File: src/rtl/i2c_txff.sv
// I2C transmit FIFO: APB pushes bytes, the I2C shifter pops them (FWFT head).
// Ports: pclk/prst_n, apb_ctx clear, apb_txff_wr/din push, i_txff_rd pop, status out.
module i2c_txff #(
  parameter int DW  = 8,
  parameter int AW  = 4,
  parameter int LWM = 4
) (
  input  logic          pclk,
  input  logic          prst_n,
  input  logic          apb_ctx,
  input  logic          apb_txff_wr,
  input  logic [DW-1:0] apb_txff_din,
  input  logic          i_txff_rd,
  output logic [DW-1:0] txff_data,
  output logic          txff_txe,
  output logic          txff_full,
  output logic [AW:0]   txff_lvl,
  output logic          txff_lwm,
  output logic          txff_ov,
  output logic          txff_ud
);

  logic [AW:0]   wptr;
  logic [AW:0]   rptr;
  logic [DW-1:0] mem [2**AW];
  logic          apb_ctx1;
  logic          clr;
  logic          empty;
  logic          full;
  logic          wr_ok;
  logic          rd_ok;

  assign empty = (wptr == rptr);
  assign full  = (wptr[AW] != rptr[AW]) &&
                 (wptr[AW-1:0] == rptr[AW-1:0]);

  // Only the rising edge of the clear bit flushes.
  assign clr   = apb_ctx & ~apb_ctx1;
  assign wr_ok = apb_txff_wr & ~full & ~clr;
  assign rd_ok = i_txff_rd & ~empty & ~clr;

  always_ff @(posedge pclk or negedge prst_n) begin
    if (!prst_n) begin
      wptr     <= '0;
      rptr     <= '0;
      apb_ctx1 <= 1'b0;
      txff_ov  <= 1'b0;
      txff_ud  <= 1'b0;
    end else begin
      apb_ctx1 <= apb_ctx;
      if (clr) begin
        wptr    <= '0;
        rptr    <= '0;
        txff_ov <= 1'b0;
        txff_ud <= 1'b0;
      end else begin
        if (wr_ok)
          wptr <= wptr + (AW+1)'(1);
        if (rd_ok)
          rptr <= rptr + (AW+1)'(1);
        if (apb_txff_wr & full)
          txff_ov <= 1'b1;
        if (i_txff_rd & empty)
          txff_ud <= 1'b1;
      end
    end
  end

  // Storage is not reset; emptiness masks stale contents.
  always_ff @(posedge pclk) begin
    if (wr_ok)
      mem[wptr[AW-1:0]] <= apb_txff_din;
  end

  assign txff_txe  = empty;
  assign txff_full = full;
  assign txff_lvl  = wptr - rptr;
  assign txff_lwm  = (txff_lvl <= (AW+1)'(LWM));
  assign txff_data = empty ? '0 : mem[rptr[AW-1:0]];

endmodule

File: config.mk
export PLATFORM = sky130hd
export DESIGN_NAME = i2c_txff
export DESIGN_NICKNAME = d
export VERILOG_FILES = /design/src/rtl/i2c_txff.sv
export SDC_FILE = /design/constraint.sdc
export NUM_CORES = 1
export LEC_CHECK = 0
export ABC_AREA = 1
export CORE_ASPECT_RATIO = 1.1
export CORE_MARGIN = 4
export CORE_UTILIZATION = 59
export CTS_CLUSTER_DIAMETER = 100
export DETAILED_ROUTE_END_ITERATION = 10
export MAX_ROUTING_LAYER = met4
export PLACE_DENSITY = 0.9
export SETUP_SLACK_MARGIN = 0.2
export SYNTH_ARGS = -nofsm -noshare
export SYNTH_HDL_FRONTEND = slang
export SYNTH_SLANG_ARGS = --single-unit
File: constraint.sdc
create_clock -name pclk -period 7.1 [get_ports pclk]
set_clock_uncertainty 0.1 [all_clocks]
set_input_delay 1.42 -clock pclk [delete_from_list [all_inputs] [get_ports pclk]]
set_output_delay 1.42 -clock pclk [all_outputs]
set_load 0.05 [all_outputs]
### Word-level counts from Yosys, hierarchy flattened

Memory sizes are Yosys's and may differ from the RTL's.
Index checks and enable logic that the tools add are counted.

* memories kept: 1
* bits in registers: 13
* bits in writable memories: 128

* mux-type cells: 11
* add/sub/neg operators: 3
* order comparisons: 1
* reductions and logical operators: 5
* eq/ne operators: 3
* bitwise logic cells: 11

Memories
* mem: words 16, width 8, read ports 1, clocked after Yosys merged registers in 0, write ports 1, line 25 `logic [DW-1:0] mem [2**AW];`

Operators with widths (count)
* two-way mux 5 bit: 4
* adder 5 x 1 -> 5 bit, second input constant: 2
* two-way mux 8 bit: 1
* nonzero test 2 bit: 4
* AND 1 bit: 7
* two-way mux 1 bit: 6
* == test 5 bit: 1
* <= comparator 5 x 3 -> 1 bit, second input constant: 1
* subtractor 5 bit: 1
* == test 4 bit: 1
* NOT 1 bit: 4
* logical AND 1 bit: 1
* != test 1 bit: 1

### Longest topological paths before layout

Gate-level depths: netlist (run 1).

* depth in word-level cells: 7
* depth in mapped cells: 11
* mapped depth without buffers: 9

### Worst setup path before layout (run 1)

OpenSTA, ideal clock, no wires.

* kind: register to output
* from: reg rptr[3]
* to: out txff_lwm
* buffers on the path: 1
* stages on the path, launching flop included: 8
* arrival time: 2.621 ns
* path slack: 2.959 ns
* path through: dfrtp_1 inv_1 clkbuf_1 ha_1 a21oi_1 o21ai_1 xnor2_1 nor2_1

* cells in the longest elaborated chain, start to end: 2

RTL lines
* start: declaration: line 24 `logic [AW:0] rptr;`
* start signal: assignment: line 60 `rptr <= rptr + (AW+1)'(1);`
* subtractor 5 bit: line 77 `assign txff_lvl = wptr - rptr;`
* named net txff_lvl[4]: line 17 `output logic [AW:0] txff_lvl,`
* <= comparator 5 x 3 -> 1 bit: line 78 `assign txff_lwm = (txff_lvl <= (AW+1)'(LWM));`
* end: declaration: line 18 `output logic txff_lwm,`

The timed path passes the listed nets, and every way through them passes these cells.

### Worst setup path in the final report (run 1)

* from: reg rptr[2]
* to: out txff_txe

* cells in the longest elaborated chain, start to end: 1

RTL lines
* == test 5 bit: line 33 `assign empty = (wptr == rptr);`
* end: declaration: line 15 `output logic txff_txe,`

No other way between the ends.

==> flow_metrics.py, run 1 <==
metrics = {
    "clock_tree": {
        "clkTransAtPathRegs_ns": 0.06,
        "clk_latency_ns": 0.42,
        "numCtsBuffers": 17,
        "htree_levels": 4,
        "cts.repair.resized": 0,
        "postCtsSetupRepairBufs": 0,
        "clock-sinks": 141,
        "ctsHoldBuffers": 0,
        "cts_tree": "done",
        "cts_root_buffer": "clkbuf_16",
        "clock_path_buffers": 2,
    },
    "pwr": {
        "p_leak_nw": 3.20,
        "powerDensity_nw_per_um2": 459,
        "vdd_drop_max_v": 0.000388,
    },
    "synthesis": {
        "synth_nets": 685,
        "ys_seq_area_share_pct": 64.0,
        "yosys_warnings": 0,
        "postSynthAreaPerCell_um2": 9.84,
        "synth_area_um2": 6510,
        "syn_inst": 662,
        "synth.distinct_cells": 29,
        "ys_ff_latch": 141,
    },
    "floorplan": {
        "io_pins": 31,
        "initial_core_util_pct": 61.5,
        "die_width_um": 108,
        "dieHeight_um": 118,
        "coreArea_um2": 10600,
        "die_area_um2": 12800,
        "fp-row-count": 39,
    },
    "global_routing": {
        "grt-ovfl-total": 0,
        "track_usage_pct": 26.0,
        "antenna_found_initial": 0,
        "grt_max_degree": 68,
        "grt_pass1_wl_um": 24000,
        "grt_pass1_vias": 4712,
    },
    "detailed_routing": {
        "drcViolationCount": 0,
        "antenna_left": 0,
        "drt_iter0_drc": 565,
        "firstDrtPassIters": 6,
        "wl_per_cell_um": 18.2,
        "drt_wl_total_um": 15400,
        "via_count": 4722,
        "avgViaCountPerCell": 5.59,
    },
    "hold_path": {
        "min_path_type": "reg2reg",
    },
    "worst_setup_path": {
        "cp_slowest_cell": "clkdlybuf4s50_1",
        "crit_path_max_incr_delay_ns": 0.93,
        "cp.required_ns": 5.58,
        "cp-end-kind": "output pin",
        "cp_cell_sequence": "inv_2 -> ha_1 -> nand4_1 -> nor2_2 -> clkdlybuf4s50_1",
        "cp.arrival_ns": 3.32,
        "worstSetupPathType": "reg2out",
        "critPathMaxFanout": 13,
        "crit_path_start_kind": "flop",
    },
    "placement": {
        "dp_hpwl_um": 9310,
        "place_congestion": 0.915,
        "io_buffer_count": 30,
    },
    "run_status": {
        "outcome": "finished, final reports clean",
    },
    "finish": {
        "nFillCells": 739,
        "utilization_pct": 70.8,
        "antenna_cells": 0,
        "syn2layout_area_growth_pct": 15.1,
        "fin_nets": 713,
        "multi_input_area_um2": 1770,
        "seqCellArea_um2": 4170,
        "drive_above_1_share_pct": 10.4,
    },
    "timing": {
        "fmax_mhz": 207,
        "drv_slew": 0,
        "tns_ns": 0,
        "rsz0062_at_grt": "no",
        "tightest_slew_ns": 1.11,
        "period_needed_ns": 4.84,
        "relSlewSlack_pct": 26.1,
        "min_period_over_period_pct": 68.1,
        "hold_viol_final": 0,
        "finalSetupViolations": 0,
    },
    "flow_run": {
        "cap_violations": 0,
    },
}
==> cell usage after synthesis, drive strengths merged <==
library cell | number | area share [%]
nand2 | 240 | 14
edfxtp | 128 | 59
inv | 105 | 6.1
nand3 | 76 | 5.8
nor2 | 22 | 1.5
buf | 21 | 2.1
dfrtp | 13 | 5.0
o21ai | 13 | 1.1
a21oi | 11 | 0.90
ha | 9 | 1.7
clkinv | 7 | 0.42
xor2 | 6 | 0.92
clkbuf | 3 | 0.17
nor3 | 3 | 0.46
nand4 | 2 | 0.19
xnor2 | 2 | 0.27
fa | 1 | 0.31
==> metrics by stage <==
stage	total power, mW	setup WS [ns]	instance area [um2]	instances	hold WS, ns
floorplan	2.07	2.96	6510	662	0.430
global placement	2.45	2.81	6870	814	0.405
detailed placement	2.47	2.79	6870	814	0.418
CTS	3.43	2.32	7490	845	0.446
global route	3.58	2.11	7490	845	0.462
finish	3.44	2.26	7490	845	0.450
==> state kept, by name, indices dropped and copies added, names as in the netlist <==
register	count
txff_ud	1
mem	128
rptr	5
txff_ov	1
apb_ctx1	1
wptr	5
==> worst max-delay path, delay by kind of cell, from the launching register on <==
family                   cells  cell delay, ns
AND/OR/NAND/NOR              2            0.68
flip-flops                   1            0.66
adder cells (fa/ha/maj)      1            0.40
buffers and inverters        2            1.15
==> per-layer routing <==
metal	up-vias	GRT usage, %	wire length, um
met5	-	-	0
met4	0	9.79	362
met3	41	5.73	1540
met2	265	42.5	7850
met1	2250	31.7	5600
li1	2166	-	-
==> cell usage in the layout (no fill, tap or decap) <==
cell type,Yosys,final
xnor2_1,2,2
xor2_1,5,5
fa_1,1,1
nor3_2,3,3
nor2_4,1,1
nand4_1,2,2
a21oi_1,10,10
nor2_2,3,3
clkinv_2,1,1
nand2_1,234,234
clkbuf_16,0,17
nand2_2,6,6
ha_1,9,9
a21oi_2,1,1
buf_4,5,3
clkbuf_1,3,2
dfrtp_1,13,12
edfxtp_1,128,128
inv_6,0,1
xor2_2,1,1
clkinv_4,0,1
bufinv_16,0,5
clkinvlp_4,0,2
inv_2,26,26
nand3_1,76,76
clkdlybuf4s50_1,0,30
nor2_1,18,18
clkinv_1,6,9
o21ai_0,1,1
dfrtp_2,0,1
o21ai_2,1,1
o21ai_1,11,11
inv_1,79,79
==> worst paths after layout <==
check | cells after the start | end | slack (ns) | startpoint
max in group asynchronous | 1 | rptr[0] | 5.10 | prst_n
min in group asynchronous | 1 | rptr[1] | 1.31 | prst_n
worst max-delay path | 5 | txff_txe | 2.26 | rptr[2]
worst min-delay path | 2 | txff_ov | 0.45 | txff_ov
worst min register to register | 2 | txff_ov | 0.45 | txff_ov
worst max register to register | 9 | mem[6][5] | 3.85 | rptr[0]
==> report_power, final <==
part           internal [mW]  total (mW)  leakage, nW  switching [mW]
Clock                  0.618       0.947        0.296           0.328
Combinational          0.435        1.49         1.58            1.06
Sequential             0.958       0.998         1.33          0.0401
Total                   2.01        3.44         3.20            1.43
==> final cells by class <==
type / instances / area share, %
inverter: 112 / 5.63
clock buffer: 19 / 5.78
timing repair buffer: 33 / 4.31
sequential: 141 / 55.6
clock inverter: 12 / 2.59
tap: 143 / 2.39
multi-input combinational: 385 / 23.7
==> logic make-up after synthesis <==
logic type                 Yosys count  synth area share (%)
AOI/OAI and AO/OA                   24                  1.96
xor gates and xnor gates             8                  1.19
adders and majority gates           10                  2.04
buffers and inverters              136                  8.72
DFF                                141                  64.0
and+or+nand+nor                    343                  22.1
No activity file was read; power rests on OpenSTA's default activity.
==> run 2: changes to the inputs <==
clock period = 4.8 ns   (was 7.1 ns; I/O delays follow)
==> flow_metrics.py, run 2 (synthesis gave the netlist of run 1 again) <==
metrics = {
    "run_status": {
        "outcome": "finished, final reports clean",
    },
    "finish": {
        "fin_nets": 715,
        "stdcell_count": 848,
        "layout_commonest_cell": "nand2_1",
        "antenna_cells": 0,
        "largest_reg_flops": 128,
        "final_cell_mix": "234 x nand2_1, 128 x edfxtp_1, 79 x inv_1",
        "utilization_pct": 70.5,
        "syn2layout_area_growth_pct": 14.7,
        "drive_above_1_share_pct": 12.6,
    },
    "clock_tree": {
        "cts_root_buffer": "clkbuf_16",
        "htree_levels": 4,
        "postCtsSetupRepairBufs": 0,
        "numCtsBuffers": 17,
        "ctsHoldBuffers": 0,
        "clock_path_buffers": 2,
        "clk_latency_ns": 0.42,
        "cts.repair.resized": 0,
        "cts_tree": "done",
        "clock-sinks": 141,
        "clkTransAtPathRegs_ns": 0.06,
    },
    "detailed_routing": {
        "avgViaCountPerCell": 5.37,
        "antenna_left": 0,
        "drt_iter0_drc": 539,
        "wl_per_cell_um": 16.9,
        "via_count": 4552,
        "firstDrtPassIters": 5,
        "drt_wl_total_um": 14400,
        "drcViolationCount": 0,
    },
    "global_routing": {
        "grt_pass1_wl_um": 22900,
        "grt_pass1_vias": 4397,
        "grt_max_degree": 57,
        "track_usage_pct": 24.8,
        "antenna_found_initial": 0,
        "grt-ovfl-total": 0,
    },
    "timing": {
        "tightest_slew_ns": 0.858,
        "fmax_mhz": 244,
        "finalSetupViolations": 0,
        "rsz0062_at_grt": "no",
        "hold_slack_ns": 0.424,
        "tns_ns": 0,
        "min_period_over_period_pct": 85.3,
        "period_needed_ns": 4.09,
        "hold_viol_final": 0,
        "relSlewSlack_pct": 42.6,
        "drv_slew": 0,
    },
    "floorplan": {
        "die_area_um2": 12800,
        "fp-row-count": 39,
        "io_pins": 31,
        "coreArea_um2": 10600,
        "die_width_um": 108,
        "initial_core_util_pct": 61.5,
        "dieHeight_um": 118,
    },
    "placement": {
        "place_congestion": 0.923,
        "io_buffer_count": 30,
        "dp.cells": 816,
        "dp_hpwl_um": 9690,
    },
    "hold_path": {
        "min_path_type": "reg2reg",
    },
    "worst_setup_path": {
        "cp.required_ns": 3.74,
        "worstSetupPathType": "reg2out",
        "cp.arrival_ns": 3.03,
        "cp-end-kind": "output pin",
        "crit_path_start_kind": "flop",
        "critPathMaxFanout": 34,
    },
    "pwr": {
        "p_leak_nw": 3.22,
        "p_total_mw": 4.98,
        "powerDensity_nw_per_um2": 667,
        "vdd_drop_max_v": 0.000554,
    },
    "flow_run": {
        "cap_violations": 0,
    },
}
## run 2: cell types whose count changed in the layout (fill, tap and decap cells not counted)
| cell | delta |
|---|---|
| clkinvlp_4 | +1 |
| bufinv_16 | -2 |
| clkinv_2 | +4 |
| clkinv_1 | -2 |
| inv_6 | +1 |
| clkbuf_1 | -2 |
| clkinv_4 | +1 |
| buf_12 | +1 |
| buf_4 | +10 |
| clkdlybuf4s50_1 | -9 |
## run 2: stage by stage
| stage | cell area, um2 | setup slack, ns |
|---|---|---|
| final | 7470 | 0.707 |
| after global routing | 7470 | 0.561 |
| after CTS | 7470 | 0.692 |
| after detailed placement | 6870 | 1.15 |
| after global placement | 6870 | 1.21 |
| after floorplan | 6510 | 1.12 |
## run 2: area by class of cell
type | count | area (um2)
clock buffers | 17 | 425
clock inverters | 15 | 171
fillers | 750 | 3120
inverters | 112 | 422
multi-input cells | 385 | 1770
flip-flops and latches | 141 | 4170
well taps | 143 | 179
repair buffers | 35 | 328
## run 2: path summary, 6_finish.rpt
path	start	end	slack, ns	cells after the start
setup / recovery	rptr[1]	txff_data[6]	0.71	7
setup reg to reg	rptr[1]	mem[5][7]	1.64	9
min in group asynchronous	prst_n	txff_ov	0.83	1
hold / removal	txff_ov	txff_ov	0.42	2
max in group asynchronous	prst_n	rptr[0]	3.34	1
hold reg to reg	txff_ov	txff_ov	0.42	2
## run 2: per-layer routing
layer	vias to the layer above	GRT usage, %	routed length [um]
met5	-	-	0
met2	179	37.4	6930
met1	2172	32.9	6050
li1	2178	-	-
met3	23	7.09	1160
met4	0	7.66	233
## run 2: critical path, stage by stage, from the launching register on
cell	delay, ns
dfrtp_1	0.37
clkinv_2	0.43
ha_1	0.50
nand4_1	0.13
nor2_2	0.05
buf_4	0.19
a21oi_2	0.12
clkdlybuf4s50_1	0.82
## run 2: report_power, final
part           switching (mW)  total, mW  internal (mW)
registers              0.0669       1.48           1.42
clock network           0.488       1.30          0.814
logic                    1.55       2.19          0.640
